===== src/rtl/hilo_if.sv =====
// hilo_if: signal bundle between hilo_unit, the control unit and the
// multiplier/divider pair.
//   requests  : op_mult, op_div, mthi, mtlo, mfhi, mflo
//   operands  : rs_data, rt_data (in), op_a, op_b (registered, out)
//   unit side : mult_hi/lo/done, div_hi/lo/done/zero (in), mult_start, div_start (out)
//   arch regs : hi, lo, rd_data, rd_valid, stall, op_error (out)
// Modport slave is the HI/LO unit; master is everything around it.
interface hilo_if;
  logic        op_mult;
  logic        op_div;
  logic        mthi;
  logic        mtlo;
  logic        mfhi;
  logic        mflo;
  logic [31:0] rs_data;
  logic [31:0] rt_data;
  logic [31:0] mult_hi;
  logic [31:0] mult_lo;
  logic        mult_done;
  logic [31:0] div_hi;
  logic [31:0] div_lo;
  logic        div_done;
  logic        div_zero;
  logic        mult_start;
  logic        div_start;
  logic [31:0] op_a;
  logic [31:0] op_b;
  logic [31:0] hi;
  logic [31:0] lo;
  logic [31:0] rd_data;
  logic        rd_valid;
  logic        stall;
  logic        op_error;

  modport slave (
    input  op_mult, op_div, mthi, mtlo, mfhi, mflo,
    input  rs_data, rt_data,
    input  mult_hi, mult_lo, mult_done,
    input  div_hi, div_lo, div_done, div_zero,
    output mult_start, div_start, op_a, op_b,
    output hi, lo, rd_data, rd_valid, stall, op_error
  );

  modport master (
    output op_mult, op_div, mthi, mtlo, mfhi, mflo,
    output rs_data, rt_data,
    output mult_hi, mult_lo, mult_done,
    output div_hi, div_lo, div_done, div_zero,
    input  mult_start, div_start, op_a, op_b,
    input  hi, lo, rd_data, rd_valid, stall, op_error
  );
endinterface


===== src/rtl/hilo_unit.sv =====
// hilo_unit: sequences MULT/DIV through the external multiplier and divider
// and owns the architectural HI/LO registers. Serves MTHI/MTLO/MFHI/MFLO and
// stalls the control unit while an operation is in flight.
// Ports: clock, reset (synchronous, active-high), bus (hilo_if.slave).
//
// state      | meaning
// -----------+------------------------------------------------------------
// IDLE       | accepting requests; HI/LO moves and reads happen here
// MULT_ISSUE | mult_start is high; done still shows the previous op
// MULT_WAIT  | waiting for mult_done or timeout
// DIV_ISSUE  | div_start is high; done still shows the previous op
// DIV_WAIT   | waiting for div_done (div_zero checked) or timeout
module hilo_unit #(
  parameter int TIMEOUT = 63
) (
  input logic   clock,
  input logic   reset,
  hilo_if.slave bus
);
  localparam int CntWidth = (TIMEOUT < 2) ? 1 : $clog2(TIMEOUT + 1);

  typedef enum logic [2:0] {
    IDLE,
    MULT_ISSUE,
    MULT_WAIT,
    DIV_ISSUE,
    DIV_WAIT
  } state_t;

  state_t              stateQ, stateD;
  logic [CntWidth-1:0] waitCnt;
  logic                timeoutHit;
  logic                anyReq;
  logic acceptMult, acceptDiv, acceptMthi, acceptMtlo, acceptMfhi, acceptMflo;
  logic captureMult, captureDiv, raiseError, cntClear, cntInc;
  logic        multStartQ, divStartQ, rdValidQ, opErrorQ;
  logic [31:0] opAQ, opBQ, hiQ, loQ, rdDataQ;

  assign timeoutHit = (waitCnt == CntWidth'(TIMEOUT));
  assign anyReq     = bus.op_mult | bus.op_div | bus.mthi | bus.mtlo | bus.mfhi | bus.mflo;

  always_ff @(posedge clock) begin
    if (reset) stateQ <= IDLE;
    else       stateQ <= stateD;
  end

  always_comb begin
    stateD = stateQ;
    case (stateQ)
      IDLE: begin
        if (bus.op_mult)     stateD = MULT_ISSUE;
        else if (bus.op_div) stateD = DIV_ISSUE;
      end
      MULT_ISSUE: stateD = MULT_WAIT;
      DIV_ISSUE:  stateD = DIV_WAIT;
      MULT_WAIT:  if (bus.mult_done || timeoutHit) stateD = IDLE;
      DIV_WAIT:   if (bus.div_done || timeoutHit) stateD = IDLE;
      default:    stateD = IDLE;
    endcase
  end

  // Done levels are only looked at in the WAIT states, so a level left over
  // from the previous operation cannot be mistaken for completion.
  always_comb begin
    acceptMult  = 1'b0;
    acceptDiv   = 1'b0;
    acceptMthi  = 1'b0;
    acceptMtlo  = 1'b0;
    acceptMfhi  = 1'b0;
    acceptMflo  = 1'b0;
    captureMult = 1'b0;
    captureDiv  = 1'b0;
    raiseError  = 1'b0;
    cntClear    = 1'b0;
    cntInc      = 1'b0;
    case (stateQ)
      IDLE: begin
        if (bus.op_mult)      acceptMult = 1'b1;
        else if (bus.op_div)  acceptDiv  = 1'b1;
        else if (bus.mthi)    acceptMthi = 1'b1;
        else if (bus.mtlo)    acceptMtlo = 1'b1;
        else if (bus.mfhi)    acceptMfhi = 1'b1;
        else if (bus.mflo)    acceptMflo = 1'b1;
      end
      MULT_ISSUE, DIV_ISSUE: cntClear = 1'b1;
      MULT_WAIT: begin
        if (bus.mult_done)    captureMult = 1'b1;
        else if (timeoutHit)  raiseError  = 1'b1;
        else                  cntInc      = 1'b1;
      end
      DIV_WAIT: begin
        if (bus.div_done) begin
          if (bus.div_zero)   raiseError = 1'b1;
          else                captureDiv = 1'b1;
        end
        else if (timeoutHit)  raiseError = 1'b1;
        else                  cntInc     = 1'b1;
      end
      default: ;
    endcase
  end

  always_ff @(posedge clock) begin
    if (reset) begin
      multStartQ <= 1'b0;
      divStartQ  <= 1'b0;
      opAQ       <= '0;
      opBQ       <= '0;
      hiQ        <= '0;
      loQ        <= '0;
      rdDataQ    <= '0;
      rdValidQ   <= 1'b0;
      opErrorQ   <= 1'b0;
      waitCnt    <= '0;
    end else begin
      multStartQ <= acceptMult;
      divStartQ  <= acceptDiv;
      if (acceptMult || acceptDiv) begin
        opAQ <= bus.rs_data;
        opBQ <= bus.rt_data;
      end
      if (captureMult) begin
        hiQ <= bus.mult_hi;
        loQ <= bus.mult_lo;
      end else if (captureDiv) begin
        hiQ <= bus.div_hi;
        loQ <= bus.div_lo;
      end else begin
        if (acceptMthi) hiQ <= bus.rs_data;
        if (acceptMtlo) loQ <= bus.rs_data;
      end
      if (acceptMfhi)      rdDataQ <= hiQ;
      else if (acceptMflo) rdDataQ <= loQ;
      rdValidQ <= acceptMfhi | acceptMflo;
      opErrorQ <= raiseError;
      if (cntClear)    waitCnt <= '0;
      else if (cntInc) waitCnt <= waitCnt + 1'b1;
    end
  end

  assign bus.mult_start = multStartQ;
  assign bus.div_start  = divStartQ;
  assign bus.op_a       = opAQ;
  assign bus.op_b       = opBQ;
  assign bus.hi         = hiQ;
  assign bus.lo         = loQ;
  assign bus.rd_data    = rdDataQ;
  assign bus.rd_valid   = rdValidQ;
  assign bus.op_error   = opErrorQ;
  assign bus.stall      = (stateQ != IDLE) && anyReq;
endmodule


===== src/flat_wrapper.sv =====
// flat-port wrapper written by rule: the top's interface ports become plain ports
module hilo_unit_flat 
#(
  parameter int TIMEOUT = 63
)
  (clock, reset, bus_op_mult, bus_op_div, bus_mthi, bus_mtlo, bus_mfhi, bus_mflo, bus_rs_data, bus_rt_data, bus_mult_hi, bus_mult_lo, bus_mult_done, bus_div_hi, bus_div_lo, bus_div_done, bus_div_zero, bus_mult_start, bus_div_start, bus_op_a, bus_op_b, bus_hi, bus_lo, bus_rd_data, bus_rd_valid, bus_stall, bus_op_error);
  hilo_if bus_i ();
  input logic clock;
  input logic reset;
  input wire logic [$bits(bus_i.op_mult)-1:0] bus_op_mult;
  input wire logic [$bits(bus_i.op_div)-1:0] bus_op_div;
  input wire logic [$bits(bus_i.mthi)-1:0] bus_mthi;
  input wire logic [$bits(bus_i.mtlo)-1:0] bus_mtlo;
  input wire logic [$bits(bus_i.mfhi)-1:0] bus_mfhi;
  input wire logic [$bits(bus_i.mflo)-1:0] bus_mflo;
  input wire logic [$bits(bus_i.rs_data)-1:0] bus_rs_data;
  input wire logic [$bits(bus_i.rt_data)-1:0] bus_rt_data;
  input wire logic [$bits(bus_i.mult_hi)-1:0] bus_mult_hi;
  input wire logic [$bits(bus_i.mult_lo)-1:0] bus_mult_lo;
  input wire logic [$bits(bus_i.mult_done)-1:0] bus_mult_done;
  input wire logic [$bits(bus_i.div_hi)-1:0] bus_div_hi;
  input wire logic [$bits(bus_i.div_lo)-1:0] bus_div_lo;
  input wire logic [$bits(bus_i.div_done)-1:0] bus_div_done;
  input wire logic [$bits(bus_i.div_zero)-1:0] bus_div_zero;
  output wire logic [$bits(bus_i.mult_start)-1:0] bus_mult_start;
  output wire logic [$bits(bus_i.div_start)-1:0] bus_div_start;
  output wire logic [$bits(bus_i.op_a)-1:0] bus_op_a;
  output wire logic [$bits(bus_i.op_b)-1:0] bus_op_b;
  output wire logic [$bits(bus_i.hi)-1:0] bus_hi;
  output wire logic [$bits(bus_i.lo)-1:0] bus_lo;
  output wire logic [$bits(bus_i.rd_data)-1:0] bus_rd_data;
  output wire logic [$bits(bus_i.rd_valid)-1:0] bus_rd_valid;
  output wire logic [$bits(bus_i.stall)-1:0] bus_stall;
  output wire logic [$bits(bus_i.op_error)-1:0] bus_op_error;
  assign bus_i.op_mult = bus_op_mult;
  assign bus_i.op_div = bus_op_div;
  assign bus_i.mthi = bus_mthi;
  assign bus_i.mtlo = bus_mtlo;
  assign bus_i.mfhi = bus_mfhi;
  assign bus_i.mflo = bus_mflo;
  assign bus_i.rs_data = bus_rs_data;
  assign bus_i.rt_data = bus_rt_data;
  assign bus_i.mult_hi = bus_mult_hi;
  assign bus_i.mult_lo = bus_mult_lo;
  assign bus_i.mult_done = bus_mult_done;
  assign bus_i.div_hi = bus_div_hi;
  assign bus_i.div_lo = bus_div_lo;
  assign bus_i.div_done = bus_div_done;
  assign bus_i.div_zero = bus_div_zero;
  assign bus_mult_start = bus_i.mult_start;
  assign bus_div_start = bus_i.div_start;
  assign bus_op_a = bus_i.op_a;
  assign bus_op_b = bus_i.op_b;
  assign bus_hi = bus_i.hi;
  assign bus_lo = bus_i.lo;
  assign bus_rd_data = bus_i.rd_data;
  assign bus_rd_valid = bus_i.rd_valid;
  assign bus_stall = bus_i.stall;
  assign bus_op_error = bus_i.op_error;
  hilo_unit #(.TIMEOUT(TIMEOUT)) u_core (.clock(clock), .reset(reset), .bus(bus_i));
endmodule

===== config.mk =====
export PLATFORM = sky130hd
export DESIGN_NAME = hilo_unit_flat
export DESIGN_NICKNAME = d
export VERILOG_FILES = /design/src/rtl/hilo_if.sv /design/src/rtl/hilo_unit.sv /design/src/flat_wrapper.sv
export SDC_FILE = /design/constraint.sdc
export NUM_CORES = 1
export LEC_CHECK = 0
export ABC_AREA = 1
export CAP_MARGIN = 15
export CORE_MARGIN = 5
export CORE_UTILIZATION = 43
export CTS_CLUSTER_DIAMETER = 40
export DETAILED_ROUTE_END_ITERATION = 6
export GPL_TIMING_DRIVEN = 0
export PLACE_DENSITY = 0.92
export RECOVER_POWER = 50
export SLEW_MARGIN = 20
export SYNTH_ARGS = -nofsm -noshare
export SYNTH_HDL_FRONTEND = slang
export SYNTH_SLANG_ARGS = --single-unit
export TNS_END_PERCENT = 10

===== constraint.sdc =====
create_clock -name clock -period 1.83 [get_ports clock]
set_input_delay 0.366 -clock clock [delete_from_list [all_inputs] [get_ports clock]]
set_output_delay 0.366 -clock clock [all_outputs]
set_load 0.01 [all_outputs]

### After elaboration in Yosys (flattened, before gate mapping)

Index checks and enable logic that the tools add are counted.

* bits of input ports: 203
* output and inout bits: 165
* register bits after elaboration: 173
* logic and storage cells: 93

* add/subtract/negate cells: 1
* muxes and demuxes: 55
* eq/ne operators: 8
* bitwise logic cells: 6
* reductions and logical operators: 12

Operators by type and width (number)
* $mux 32: 8
* $mux 1: 40
* $pmux 3 s5: 1
* $mux 3: 4
* $reduce_bool 3->1: 3
* $add 6x1->6 const B: 1
* $eq 3x2->1 const B: 2
* $eq 6x6->1 const B: 1
* $or 1x1->1: 6
* $ne 2x1->1 const B: 2
* $pmux 1 s2: 2
* $reduce_or 2->1: 2
* $eq 3x1->1 const B: 1
* $eq 3x3->1 const B: 1
* $logic_not 3->1: 1
* $logic_or 1x1->1: 3
* $ne 3x3->1 const B: 1
* $reduce_and 3->1: 1
* $reduce_bool 2->1: 1
* $logic_and 1x1->1: 1

### Logic depth before layout (Yosys ltp)

* word-level depth: 9
* depth in mapped cells: 10
* depth with buffers taken out: 8

### Worst setup path after synthesis

No wires, ideal clock.

* kind: reg2reg
* from: reg u_core.waitCnt[0]
* to: reg u_core.waitCnt[1]
* stages on the path, launching flop included: 9
* clock period less this slack: 1.437 ns
* data required time: 1.714 ns
* setup slack: 0.393 ns
* library setup time: 0.116 ns
* arrival time: 1.321 ns
* buffers on the path: 0
* path through: dfxtp_1 ha_1 nand2_1 nor2_1 nand3_1 nand2_1 inv_1 nor2_1 nor2_1

* word-level cells in the longest chain between the ends: 4
* elaborated cells between the ends (all ways): 6
* those cells by class: add/sub (1); eq/ne (1); mux (4)

Ends and longest elaborated chain
* start, declared: line hilo_unit.sv:31 `logic [CntWidth-1:0] waitCnt;`
* start signal, assigned: line hilo_unit.sv:137 `else if (cntInc) waitCnt <= waitCnt + 1'b1;`
* $eq 6x6->1: line hilo_unit.sv:39 `assign timeoutHit = (waitCnt == CntWidth'(TIMEOUT));`
* $mux 1: line hilo_unit.sv:88, hilo_unit.sv:96
* $mux 1 (on tied branches): line hilo_unit.sv:92, hilo_unit.sv:87
* $pmux 1 s2: line hilo_unit.sv:76 `case (stateQ)`

Several ways; a longest one is shown, not always the timed one.
A chain may end at the register's enable or synchronous reset.

### Final worst setup path

* from: reg u_core.stateQ[2]
* to: out bus_stall

* word-level cells in the longest chain between the ends: 2

Ends and longest elaborated chain
* start, declared: line hilo_unit.sv:30 `state_t stateQ, stateD;`
* start signal, assigned: line hilo_unit.sv:44 `else stateQ <= stateD;`
* $reduce_bool 3->1: line hilo_unit.sv:150 `assign bus.stall = (stateQ != IDLE) && anyReq;`
* $logic_and 1x1->1: line hilo_unit.sv:150
* end, declared: line flat_wrapper.sv:33 `output wire logic [$bits(bus_i.stall)-1:0] bus_stall;`

Every way passes these cells.

==> impl_metrics.tcl <==
set metrics [dict create \
    status "complete, but fails checks" \
    violations "setup timing" \
    critPathLaunch "u_core.stateQ[2]" \
    ios 368 \
    yosys.area.top_type_share 0.3948 \
    nNetsFinal 1864 \
    core-area_sq_um 20170 \
    wl_per_cell_um 20.25 \
    die_area_sq_um 23360 \
    p_seq_frac 0.363 \
    fp-row-count 52 \
    use_met1 0.3825 \
    rsz0062_at_grt "true" \
    wirelength_mm 39.34 \
    grtUsageTotal 0.3198 \
    cp_slowest_cell "dfxtp_1" \
    gp_congestion 0.9145 \
    seq_area_frac_synth 0.3948 \
    slew-limit-headroom 0.5965 \
    finalWorstSetupSlack_ns -0.03219 \
    drt_iter0_drc 909 \
    grt_overflow 0 \
    synth-seq-cells 173 \
    fin_crit_sh 1.018 \
    gr-usage-met2 0.5391 \
    area_growth_syn_to_layout_pct 53.80 \
    power_leakage_nw 5.633 \
    p_int_w 0.008144 \
    grt_first_pass_wirelength_mm 58.85 \
    cts_tree "done" \
    clock_skew_ns 0.009681 \
    die_w_um 152.8 \
    drc 0 \
    crit_required_ns 1.46 \
    post-place-cells 1908 \
    hold_violations 0 \
    synthArstFlopShare 0 \
    ant_nets 0 \
    synthCells 1271 \
    yosysUniqueCellTypes 33 \
    syn-num-nets 1475 \
    antenna_found_initial 1 \
    holdPathEnd "u_core.bus.div_start" \
    arrival_ns 1.50 \
    grt_max_degree 18 \
    grt_pass1_vias 10474 \
    synth_top_cell_by_area "dfxtp_1" \
    hold_depth 2 \
    setup_tns_ns -0.03219 \
    setup_violations 1 \
    clockPowerShare 0.300 \
    r2r_slack_ns 0.05 \
    dp_slack_ns -0.7632 \
    stdcell_count 1943 \
    r2r-start "u_core.stateQ[0]" \
    hold_class "primary input to flop" \
    worstRegToRegCells 8 \
    synth_ff_type "dfxtp_1" \
    via_per_inst 5.529 \
    die_y_um 152.8 \
    drv_cap 0 \
    min_period_ns 1.862 \
    clkTransAtPathRegs_ns 0.07 \
    fillers 1738 \
    ys_warn_count 0 \
    combPwrFrac 0.338 \
    drive_above_1_share 0.1040 \
    cts_sinks 173 \
    synthTopCellsByCount "nand2_1, dfxtp_1, a21oi_1" \
    avgSynthCellArea_sq_um 6.902 \
    grtUsageMet3 0.08623 \
    top_usage_layer "met2" \
    synth_area_leaders "dfxtp_1, nand2_1, a21oi_1" \
    root_buffer "clkbuf_16" \
    h-tree-depth 4 \
    p_sw_frac 0.3470 \
    timing.rr.end "u_core.bus.hi[0]" \
    max_freq_mhz 537.0 \
    io_buffers 367 \
    yosysMostFrequentCell "nand2_1" \
    end_kind "output pin" \
    cp_cell_sequence "buf_4, inv_2, nand2_8, inv_4, a21oi_1, buf_2" \
    hold_buffers 0 \
    crit_path_start_kind "flop" \
    ir_drop_mv 0.6199 \
    slowest_delay_ns 0.33 \
    slew_violations 0 \
    cp_max_fo 9 \
    pwr_density_cell_nw_per_um2 924.3 \
    num_antenna_cells 0 \
    worstMarginPinSlew_ns 0.6053 \
    initial_utilization 0.4349 \
    clock_latency_ns 0.44 \
    crit_type "flop to output pin" \
    synth-edff-count 0 \
    dr.pass1.iters 7 \
    syn_area_sq_um 8772 \
    vias 10743 \
    place_hpwl_mm 29.44 \
    worstHoldStart "bus_op_mult" \
    cts_made_buffers 17 \
    p_switching_w 0.004327 \
    cts_buffer_depth 2 \
]
==> routing by layer <==
metal  wire length [um]  up-vias
met3               4262      122
met4               1632        2
met2              18680      736
li1                   -     4967
met1              14750     4916
met5                 13        -
==> cells by family (layout without fill, tap and decap cells) <==
kind of cell / count (synthesis) / after routing / share of synthesized area
flip-flops: 173 / 173 / 0.3948
buffers and inverters: 252 / 654 / 0.1265
adder cells (fa/ha/maj): 1 / 1 / 0.001426
AO/OA/AOI/OAI: 301 / 301 / 0.1807
AND/OR/NAND/NOR: 541 / 541 / 0.2935
XOR/XNOR: 3 / 3 / 0.002996
==> registers in the layout, summed over array words and instances, names as in the netlist <==
name	cells
u_core.bus.hi	32
u_core.waitCnt	6
u_core.bus.div_start	1
u_core.bus.rd_valid	1
u_core.bus.op_error	1
u_core.stateQ	3
u_core.bus.rd_data	32
u_core.bus.mult_start	1
u_core.bus.lo	32
u_core.bus.op_b	32
u_core.bus.op_a	32
==> cell usage in the layout (no fill, tap or decap), types with 3 or more instances in the layout <==
cell type	n
or2_1	22
a21oi_2	19
nand2_2	4
inv_6	5
o21ai_1	48
nand4_1	67
xor2_1	3
clkbuf_2	23
clkbuf_1	20
buf_2	26
clkbuf_16	17
buf_4	19
nor2_1	12
inv_1	142
o21ai_0	82
nand3_1	136
buf_6	9
a21oi_1	149
clkdlybuf4s50_1	365
dfxtp_1	171
or2_2	14
or2_0	28
clkbuf_4	10
nand2_1	245
nand3_2	3
clkinv_4	3
nor2_2	4
==> layout make-up <==
cell class                 count  area, sq um  area share
tap                          270        337.8     0.02504
inverter                     148        565.5     0.04192
clock inverter                14        150.1     0.01113
timing repair buffer         371         3697      0.2740
clock buffer                  18        439.2     0.03255
sequential                   173         3466      0.2569
multi-input combinational    846         4228      0.3134
buffer                       103        608.1     0.04507
==> stage by stage <==
stage | power (W) | cell area [sq um] | hold slack, ns | util
floorplan | 0.006546 | 8772 | 0.4351 | -
finish | 0.01247 | 13490 | 0.4034 | 0.6689
CTS | 0.01241 | 13420 | 0.3620 | 0.6654
global route | 0.01301 | 13490 | 0.4436 | 0.6689
global placement | 0.008614 | 12780 | 0.4309 | 0.6338
detailed placement | 0.008713 | 12780 | 0.4359 | 0.6338
==> how the worst max path moves through the flow <==
stage,to,slack (ns)
2_1_floorplan,u_core.waitCnt[1],0.39
3_3_place_gp,u_core.bus.hi[18],-0.80
3_5_place_dp,u_core.bus.op_b[27],-0.76
4_1_cts,u_core.bus.hi[3],-0.02
5_1_grt,bus_stall,-0.09
6_report,bus_stall,-0.03
==> critical path: cells and delay by family, from the launching register on <==
kind	cells	cell delay, ns
buf+inv	4	0.48
flops	1	0.33
compound gates	1	0.13
simple gates	1	0.12
==> repair_timing <==
item                       CTS  global route
setup buffers                4             0
setup endpoints to repair  111           101
gates resized for setup     17            52
pin swaps                    3             0
==> power groups by stage <==
stage          clock [W]  sequential [W]  combinational, W
5_1_grt          0.00389         0.00457           0.00454
3_3_place_gp           0         0.00457           0.00404
2_1_floorplan          0         0.00479           0.00175
6_report         0.00374         0.00452           0.00421
3_5_place_dp           0         0.00460           0.00412
4_1_cts          0.00374         0.00451           0.00416
(Power assumes the default switching activity.)
